==> config.mk <==
export PLATFORM = sky130hd
export DESIGN_NAME = burstbuffer_to_bsig
export DESIGN_NICKNAME = d
export VERILOG_FILES = /design/src/rtl/burstbuffer_to_bsig.sv
export SDC_FILE = /design/constraint.sdc
export NUM_CORES = 1
export LEC_CHECK = 0
export CORE_UTILIZATION = 49
export DETAILED_ROUTE_END_ITERATION = 8
export PLACE_DENSITY = 0.86
export SKIP_LAST_GASP = 1
export SLEW_MARGIN = 0
export SYNTH_ARGS = -nofsm -noshare
export SYNTH_HDL_FRONTEND = slang
export SYNTH_SLANG_ARGS = --single-unit
export TNS_END_PERCENT = 10
==> constraint.sdc <==
create_clock -name clk -period 7.1 [get_ports clk]
set_input_delay 1.065 -clock clk [delete_from_list [all_inputs] [get_ports clk]]
set_output_delay 1.065 -clock clk [all_outputs]
set_load 0.005 [all_outputs]
==> src/rtl/burstbuffer_to_bsig.sv <==
// burstbuffer_to_bsig
// Write-side burst framer between the sample packer and the DMA staging FIFO.
// Incoming words are grouped into bursts of cfg_brst_words_z+1 words. A burst
// that finds a free ring slot on its first word is written to the FIFO (FILL).
// Otherwise it is dropped whole (SKIP). Each completed burst flips one level
// signal (fill or skip), so the DMA side can sample it asynchronously.
// mlowmrk flips on every full payload chunk inside a filled burst, except on
// the chunk that ends the burst.
//
// Ports:
//   clk, rst            clock, synchronous active-high reset
//   dma_en              0 = flush/idle; configuration is captured while low
//   cfg_*               burst length, ring size, payload chunk size, mlowmrk disable
//   burst_release       one ring slot returned by the DMA side
//   in_valid, in_data   input word stream (no backpressure)
//   fifo_wr_en/_data    registered FIFO write port
//   fifo_burst_skip/fill/mlowmrk   toggle-encoded burst events
//   stat_skipped        saturating count of skipped bursts
//   credits             free ring slots
module burstbuffer_to_bsig #(
    parameter int DATA_BITS        = 4,
    parameter int BUFFER_SIZE_BITS = 16,
    parameter int RING_BITS        = 6,
    parameter int EN_LOWWMRK       = 1,
    parameter int SKIP_CNT_BITS    = 24
) (
    input  logic                                  clk,
    input  logic                                  rst,
    input  logic                                  dma_en,
    input  logic [1:0]                            cfg_max_payload_sz,
    input  logic                                  cfg_dis_lowwmrk,
    input  logic [BUFFER_SIZE_BITS-DATA_BITS-1:0] cfg_brst_words_z,
    input  logic [RING_BITS-1:0]                  cfg_ring_bursts_z,
    input  logic                                  burst_release,
    input  logic                                  in_valid,
    input  logic [(8<<DATA_BITS)-1:0]             in_data,
    output logic                                  fifo_wr_en,
    output logic [(8<<DATA_BITS)-1:0]             fifo_wr_data,
    output logic                                  fifo_burst_skip,
    output logic                                  fifo_burst_fill,
    output logic                                  fifo_burst_mlowmrk,
    output logic [SKIP_CNT_BITS-1:0]              stat_skipped,
    output logic [RING_BITS:0]                    credits
);

    localparam int WORD_W  = 8 << DATA_BITS;
    localparam int CNT_W   = BUFFER_SIZE_BITS - DATA_BITS;
    // Largest chunk is 1024 bytes; at one byte per word that is 1024 words.
    localparam int CHUNK_W = 11;

    typedef enum logic [1:0] {
        ST_IDLE = 2'd0,
        ST_FILL = 2'd1,
        ST_SKIP = 2'd2
    } state_t;

    state_t                   state_reg, state_next;
    logic [CNT_W-1:0]         word_cnt_reg, word_cnt_next;
    logic [CHUNK_W-1:0]       chunk_cnt_reg, chunk_cnt_next;
    logic [RING_BITS:0]       credits_reg, credits_next;
    logic [SKIP_CNT_BITS-1:0] stat_reg, stat_next;
    logic                     wr_en_reg, wr_en_next;
    logic [WORD_W-1:0]        wr_data_reg, wr_data_next;
    logic                     skip_reg, skip_next;
    logic                     fill_reg, fill_next;
    logic                     mlow_reg, mlow_next;

    // Configuration captured while dma_en is low, stable during a run.
    logic [1:0]               cfg_sz_reg;
    logic                     cfg_dis_reg;
    logic [CNT_W-1:0]         cfg_brst_z_reg;
    logic [RING_BITS-1:0]     cfg_ring_z_reg;

    logic                     lowwmrk_allowed;
    logic [CHUNK_W-1:0]       chunk_raw;
    logic [CHUNK_W-1:0]       chunk_words;
    logic [RING_BITS:0]       credit_max;
    logic [RING_BITS:0]       credits_eff;
    logic [CNT_W-1:0]         cur_idx;
    logic                     is_last;
    logic                     chunk_done;
    logic                     take_slot;
    logic                     do_write;
    logic                     do_drop;

    generate
        if (EN_LOWWMRK != 0) begin : g_lowwmrk
            assign lowwmrk_allowed = ~cfg_dis_reg;
        end else begin : g_no_lowwmrk
            assign lowwmrk_allowed = 1'b0;
        end
    endgenerate

    // Chunk length in words, never below one word.
    assign chunk_raw   = (CHUNK_W'(128) << cfg_sz_reg) >> DATA_BITS;
    assign chunk_words = (chunk_raw == '0) ? CHUNK_W'(1) : chunk_raw;

    // A release is ignored once every slot is already free.
    assign credit_max  = {1'b0, cfg_ring_z_reg} + (RING_BITS+1)'(1);
    assign credits_eff = credits_reg +
                         (RING_BITS+1)'(burst_release && (credits_reg < credit_max));

    // The first word of a burst (seen in IDLE) has index 0.
    assign cur_idx    = (state_reg == ST_IDLE) ? '0 : word_cnt_reg;
    assign is_last    = (cur_idx == cfg_brst_z_reg);
    assign chunk_done = ((chunk_cnt_reg + CHUNK_W'(1)) == chunk_words);

    // The fill/skip decision is made only on the first word of a burst.
    assign take_slot = (state_reg == ST_IDLE) && (credits_eff != '0);
    assign do_write  = in_valid && ((state_reg == ST_FILL) || take_slot);
    assign do_drop   = in_valid && !do_write;

    always_comb begin
        state_next     = state_reg;
        word_cnt_next  = word_cnt_reg;
        chunk_cnt_next = chunk_cnt_reg;
        credits_next   = credits_reg;
        stat_next      = stat_reg;
        wr_en_next     = 1'b0;
        wr_data_next   = wr_data_reg;
        skip_next      = skip_reg;
        fill_next      = fill_reg;
        mlow_next      = mlow_reg;

        if (!dma_en) begin
            // Flush: any partial burst is abandoned without a toggle.
            state_next     = ST_IDLE;
            word_cnt_next  = '0;
            chunk_cnt_next = '0;
            credits_next   = {1'b0, cfg_ring_bursts_z} + (RING_BITS+1)'(1);
            stat_next      = '0;
        end else begin
            credits_next = credits_eff;
            if (in_valid) begin
                word_cnt_next = cur_idx + CNT_W'(1);
                if (is_last) begin
                    state_next = ST_IDLE;
                end else begin
                    state_next = do_write ? ST_FILL : ST_SKIP;
                end
            end

            if (take_slot && in_valid) begin
                credits_next = credits_eff - (RING_BITS+1)'(1);
            end

            if (do_write) begin
                wr_en_next   = 1'b1;
                wr_data_next = in_data;
                if (chunk_done || is_last) begin
                    chunk_cnt_next = '0;
                    // The burst-ending word reports fill instead of mlowmrk.
                    if (chunk_done && !is_last && lowwmrk_allowed) begin
                        mlow_next = ~mlow_reg;
                    end
                end else begin
                    chunk_cnt_next = chunk_cnt_reg + CHUNK_W'(1);
                end
                if (is_last) begin
                    fill_next = ~fill_reg;
                end
            end

            if (do_drop && is_last) begin
                skip_next = ~skip_reg;
                if (stat_reg != '1) begin
                    stat_next = stat_reg + SKIP_CNT_BITS'(1);
                end
            end
        end
    end

    always_ff @(posedge clk) begin
        if (rst) begin
            state_reg      <= ST_IDLE;
            word_cnt_reg   <= '0;
            chunk_cnt_reg  <= '0;
            credits_reg    <= '0;
            stat_reg       <= '0;
            wr_en_reg      <= 1'b0;
            wr_data_reg    <= '0;
            skip_reg       <= 1'b0;
            fill_reg       <= 1'b0;
            mlow_reg       <= 1'b0;
            cfg_sz_reg     <= '0;
            cfg_dis_reg    <= 1'b0;
            cfg_brst_z_reg <= '0;
            cfg_ring_z_reg <= '0;
        end else begin
            state_reg     <= state_next;
            word_cnt_reg  <= word_cnt_next;
            chunk_cnt_reg <= chunk_cnt_next;
            credits_reg   <= credits_next;
            stat_reg      <= stat_next;
            wr_en_reg     <= wr_en_next;
            wr_data_reg   <= wr_data_next;
            skip_reg      <= skip_next;
            fill_reg      <= fill_next;
            mlow_reg      <= mlow_next;
            if (!dma_en) begin
                cfg_sz_reg     <= cfg_max_payload_sz;
                cfg_dis_reg    <= cfg_dis_lowwmrk;
                cfg_brst_z_reg <= cfg_brst_words_z;
                cfg_ring_z_reg <= cfg_ring_bursts_z;
            end
        end
    end

    assign fifo_wr_en         = wr_en_reg;
    assign fifo_wr_data       = wr_data_reg;
    assign fifo_burst_skip    = skip_reg;
    assign fifo_burst_fill    = fill_reg;
    assign fifo_burst_mlowmrk = mlow_reg;
    assign stat_skipped       = stat_reg;
    assign credits            = credits_reg;

endmodule

## Word level (Yosys, flattened, before mapping)

Cells that the tools add are included.

| operators by class | value |
|---|---|
| add/sub/neg operators | 7 |
| $mul | 0 |
| div/mod/pow operators | 0 |
| $lt $le $gt $ge | 1 |
| eq/ne operators | 4 |
| shifts and indexed selects | 1 |
| mux-type cells | 8 |
| bitwise operators | 5 |
| reduce and logical (&&, ||, !) cells | 21 |

Operators with widths:

| cell | number |
|---|---|
| $add A24 B1 Y24 const B | 1 |
| $ne A24 B24 Y1 const B | 1 |
| $mux W7 | 3 |
| $add A6 B1 Y7 const B | 2 |
| $add A12 B1 Y12 const B | 1 |
| $eq A12 B12 Y1 | 1 |
| $mux W12 | 1 |
| $add A11 B1 Y11 const B | 1 |
| $eq A11 B7 Y1 | 1 |
| $logic_not A11 Y1 | 1 |
| $mux W11 | 1 |
| $shl A8 B2 Y11 const A | 1 |
| $logic_and A1 B1 Y1 | 8 |
| $add A7 B1 Y7 | 1 |
| $lt A7 B7 Y1 | 1 |
| $reduce_bool A7 Y1 | 1 |
| $sub A7 B1 Y7 const B | 1 |
| $reduce_and A2 Y1 | 3 |
| $not A1 Y1 | 5 |
| $mux W2 | 2 |
| $reduce_and A4 Y1 | 1 |
| $reduce_and A3 Y1 | 1 |
| $eq A2 B1 Y1 const B | 1 |
| $logic_not A1 Y1 | 2 |
| 4 further kinds | 5 |

| word-level totals | value |
|---|---|
| flip-flop bits (word level) | 209 |
| latch bits | 0 |
| memory bits (writable) | 0 |
| bits in read-only memories | 0 |
| input bits | 154 |
| output and inout bits | 163 |
| logic and storage cells | 61 |
| memories | 0 |

## Depth between registers and ports, before layout

| depth | value |
|---|---|
| word-level depth | 12 |
| gate-level depth with buffers | 23 |
| gate-level depth less buffers | 21 |

## Least setup slack after synthesis

Ideal clock, no wire load.

| path | value |
|---|---|
| kind | register to register |
| start point | register cfg_ring_z_reg[0] |
| end point | register wr_data_reg[61] (netlist: fifo_wr_data[61]) |
| library setup time | 0.132 ns |
| data arrival time | 3.958 ns |
| path slack | 3.010 ns |
| stages on the path, launching flop included | 24 |
| buffers on the path | 3 |
| cell sequence | dfxtp_1 -> ha_1 -> inv_1 -> ha_1 -> o21a_1 -> o21a_1 -> o21ai_0 -> nand2b_1 -> a21oi_1 -> nor2b_1 -> o21ai_0 -> and3b_1 -> ha_1 -> ha_1 -> nand4_1 -> nor3_1 -> and4bb_2 -> a31o_2 -> or2_2 -> clkbuf_1 -> buf_2 -> buf_1 -> nand2_1 -> a21oi_1 |

| on the way | value |
|---|---|
| longest elaborated chain between the ends | 9 |

RTL lines:

| item | RTL line | source |
|---|---|---|
| from (decl) | 72 | `logic [RING_BITS-1:0] cfg_ring_z_reg;` |
| from (signal assigned) | 204 | `cfg_ring_z_reg <= cfg_ring_bursts_z;` |
| $add A6 B1 Y7 | 99 | `assign credit_max = {1'b0, cfg_ring_z_reg} + (RING_BITS+1)'(1);` |
| $lt A7 B7 Y1 | 101 | `(RING_BITS+1)'(burst_release && (credits_reg < credit_max));` |
| $logic_and A1 B1 Y1 | 101 |  |
| $add A7 B1 Y7 | 100 | `assign credits_eff = credits_reg +` |
| $reduce_bool A7 Y1 | 109 | `assign take_slot = (state_reg == ST_IDLE) && (credits_eff != '0);` |
| $logic_and A1 B1 Y1 | 109 |  |
| $logic_or A1 B1 Y1 | 110 | `assign do_write = in_valid && ((state_reg == ST_FILL) \|\| take_slot);` |
| $logic_and A1 B1 Y1 | 110 |  |
| $reduce_and A2 Y1 (no source line) | - |  |
| to (signal assigned) | 196 | `wr_data_reg <= wr_data_next;` |
| to (decl) | 63 | `logic [WORD_W-1:0] wr_data_reg, wr_data_next;` |

Every way passes these cells.
A chain may end at the register's enable or synchronous reset.

## Worst setup path in the final report

| path | value |
|---|---|
| start point | register cfg_ring_z_reg[0] |
| end point | register wr_data_reg[92] (netlist: fifo_wr_data[92]) |

The elaborated chain is that of the path after synthesis.

==> impl_results.md <==
* Tot Pwr at 2.94 mW
* Core area at 17500 µm²
* Hold WC Path Type: flip-flop to flip-flop
* Worst path max stage delay at 0.72 ns
* Non-Filler Instances at 1635
* #FFs+latches synth at 209
* Max FFs per register at 128
* Routed WL per cell at 16.5 µm
* Die height at 137 µm
* Diodes inserted at 0
* Row count at 48
* Most common cell on crit path: ha_1
* Final number of hold-violating endpoints at 0
* Period utilization at 72.9%
* Post-route ant nets at 0
* Status: finished, final reports clean
* Postcts setup bufs at 0
* First-pass GRT wire length at 41.6 mm
* FF-to-FF setup slack at 1.93 ns
* RSZ-0062 raised after global routing: false
* Leak at 4.63 nW
* Routability cong. at 0.860
* Clock skew at 0.0159 ns
* VDD IR-drop max at 0.170 mV
* CTS buffer count at 24
* Initial Utilization at 50.8%
* Final setup viols at 0
* Top-count cell post-synth: nand2_1
* DRT Pass-1 Iters at 5
* Post-synth net total at 1284
* Mean Syn Cell Area at 7.99 µm²
* Mapped Cells at 1115
* Setup_tns at 0 ns
* Largest net degree at the start of global routing at 84
* Worst EP arrival at 5.59 ns
* Worst-skew pair later-pin latency at 0.51 ns
* Crit path max-delay cell type: or2_4
* Fin area at 12900 µm²
* Die area at 18700 µm²
* Yosys cell types at 57
* Synth Cell Area at 8910 µm²
* Layout cells sized above 1 at 4.18%
* Buf+Inv Stages, Crit Path at 2
* Minimum clock period at 5.17 ns
* Vias/cell at 5.44
* Slew Viols, Final at 0
* Max Buffers Root-to-Sink at 3
* Data required time of the worst path at 7.52 ns
* Power Dens Cells at 228 nW/µm²
* CTS Sinks at 209
* FF/Latch Area at 4180 µm²
* CTS Hold Buffers Added at 0
* Critical path type: flip-flop to flip-flop
* Pre-CTS WS at 1.97 ns
* Final worst slack at 1.93 ns
* Main synth FF type: dfxtp_1
* CP max FO at 73
* Hold WS at 0.452 ns
* CP delay by family, top: simple AND/OR/NAND/NOR gates
* Synth area leaders: dfxtp_1 47%, nand2_1 12%, a21oi_1 8.4%, nor2_1 4.1%, xor2_1 2.8%
* GRT Total Usage at 27.9%
* Grt total ovfl at 0
* # DRC at 0
* Cell count after placement at 1594
* Seq/Total Area, Yosys at 46.9%
* Clk Tree Root Cell: clkbuf_16
* Routed via count at 8893
* Post-synth EDFFs at 0
* # resized after CTS at 0
* Vias in the first global route at 8479
* Placed instance area at 12100 µm²
* IO buf count at 316
* Detailed Route Iter0 Violations at 557
* CP Launch Type: flip-flop
* Initial antenna violation count at 0
* Critical-path cell list: ha_1, inv_1, ha_1, o21a_1, o21a_1, o21ai_0, nand2b_1, a21oi_1, nor2b_1, o21ai_0, and3b_1, ha_1, ha_1, nand4_1, o21ai_0, and4bb_2, a31o_2, or2_4, buf_4, nand2_1, a21oi_1
* Fin nets at 1564
* Routed Wire Length at 27.0 mm
* Layout area overhead at 44.5%
* Ys async rst share at 0%
* Synth top area share at 46.9%
* CTS tree: done
* Synth top cells by count: 287 x nand2_1, 209 x dfxtp_1, 150 x a21oi_1
* Fill cell count at 1316
* Multi-input gate area at 4380 µm²
* Detailed placement HPWL at 18.7 mm
* Fmax at 0.193 GHz
* Post-synth top area cell: dfxtp_1
* Least-Margin Pin Slew at 1.11 ns
* Rel. slew slack at 26.0%
* Max-cap violation count at 0
* Die X at 137 µm
* Yosys Warn Count at 0
* Clk pin slew, worst setup/hold paths at 0.06 ns
* CP Capture Type: flip-flop
* Final core utilization at 73.5%
* Io pins at 317
* H-tree depth at 1
worst register-to-register path, delay by kind of cell, from the launching register on:
family,cells,cell delay (ns)
AND/OR/NAND/NOR,7,1.62
buffers and inverters,2,0.67
flip-flops,1,0.35
adder cells (fa/ha/maj),4,1.02
AO/OA/AOI/OAI,8,1.42
path summary, 6_finish.rpt:
path	endpoint	start	cells after the start
setup reg to reg	fifo_wr_data[92]$_SDFFE_PP0P_	cfg_ring_z_reg[0]$_SDFFE_PP0N_	21
hold / removal	fifo_wr_data[72]$_SDFFE_PP0P_	fifo_wr_data[72]$_SDFFE_PP0P_	2
hold reg to reg	fifo_wr_data[72]$_SDFFE_PP0P_	fifo_wr_data[72]$_SDFFE_PP0P_	2
setup / recovery	fifo_wr_data[92]$_SDFFE_PP0P_	cfg_ring_z_reg[0]$_SDFFE_PP0N_	21
routing by layer:
metal / track usage (%) / vias to the layer above / wire length [µm]
li1: - / 4322 / -
met1: 33.3 / 4157 / 10900
met2: 47.0 / 350 / 12800
met3: 8.26 / 64 / 2430
met4: 10.6 / 0 / 962
met5: 0 / - / 0
cell usage in the layout (no fill, tap or decap), drive strengths merged, types with 10 or more instances in the layout:
cell type / n
clkdlybuf4s50: 314
nand2: 288
dfxtp: 209
a21oi: 150
nor2: 99
clkbuf: 35
nand3: 31
xor2: 28
o21ai: 27
mux2i: 22
xnor2: 19
inv: 18
nand4: 18
ha: 15
and3: 14
nor3: 10
power by group:
| part | total [mW] | internal (mW) | switching [mW] |
|---|---|---|---|
| logic | 0.472 | 0.250 | 0.222 |
| registers | 1.28 | 1.24 | 0.0466 |
| clock network | 1.18 | 0.717 | 0.467 |
| total | 2.94 | 2.20 | 0.735 |
kinds of logic (layout without fill, tap and decap cells):
group / Yosys count / count (layout) / share of synthesized area [%]
compound gates: 224 / 224 / 14.2
flops: 209 / 209 / 46.9
simple gates: 511 / 511 / 25.5
buf+inv: 86 / 381 / 4.04
xor+xnor: 47 / 47 / 4.62
fa+ha+maj: 15 / 15 / 2.11
mux: 23 / 23 / 2.60
final cells by class:
cell class,instances,share of cell area (%)
multi-input cells,820,34.0
clock inverters,6,0.427
repair buffers,322,24.9
clock buffers,35,5.46
flip-flops and latches,209,32.5
inverters,18,0.524
well taps,225,2.19
Note: power is estimated with default switching activity, not from simulation.
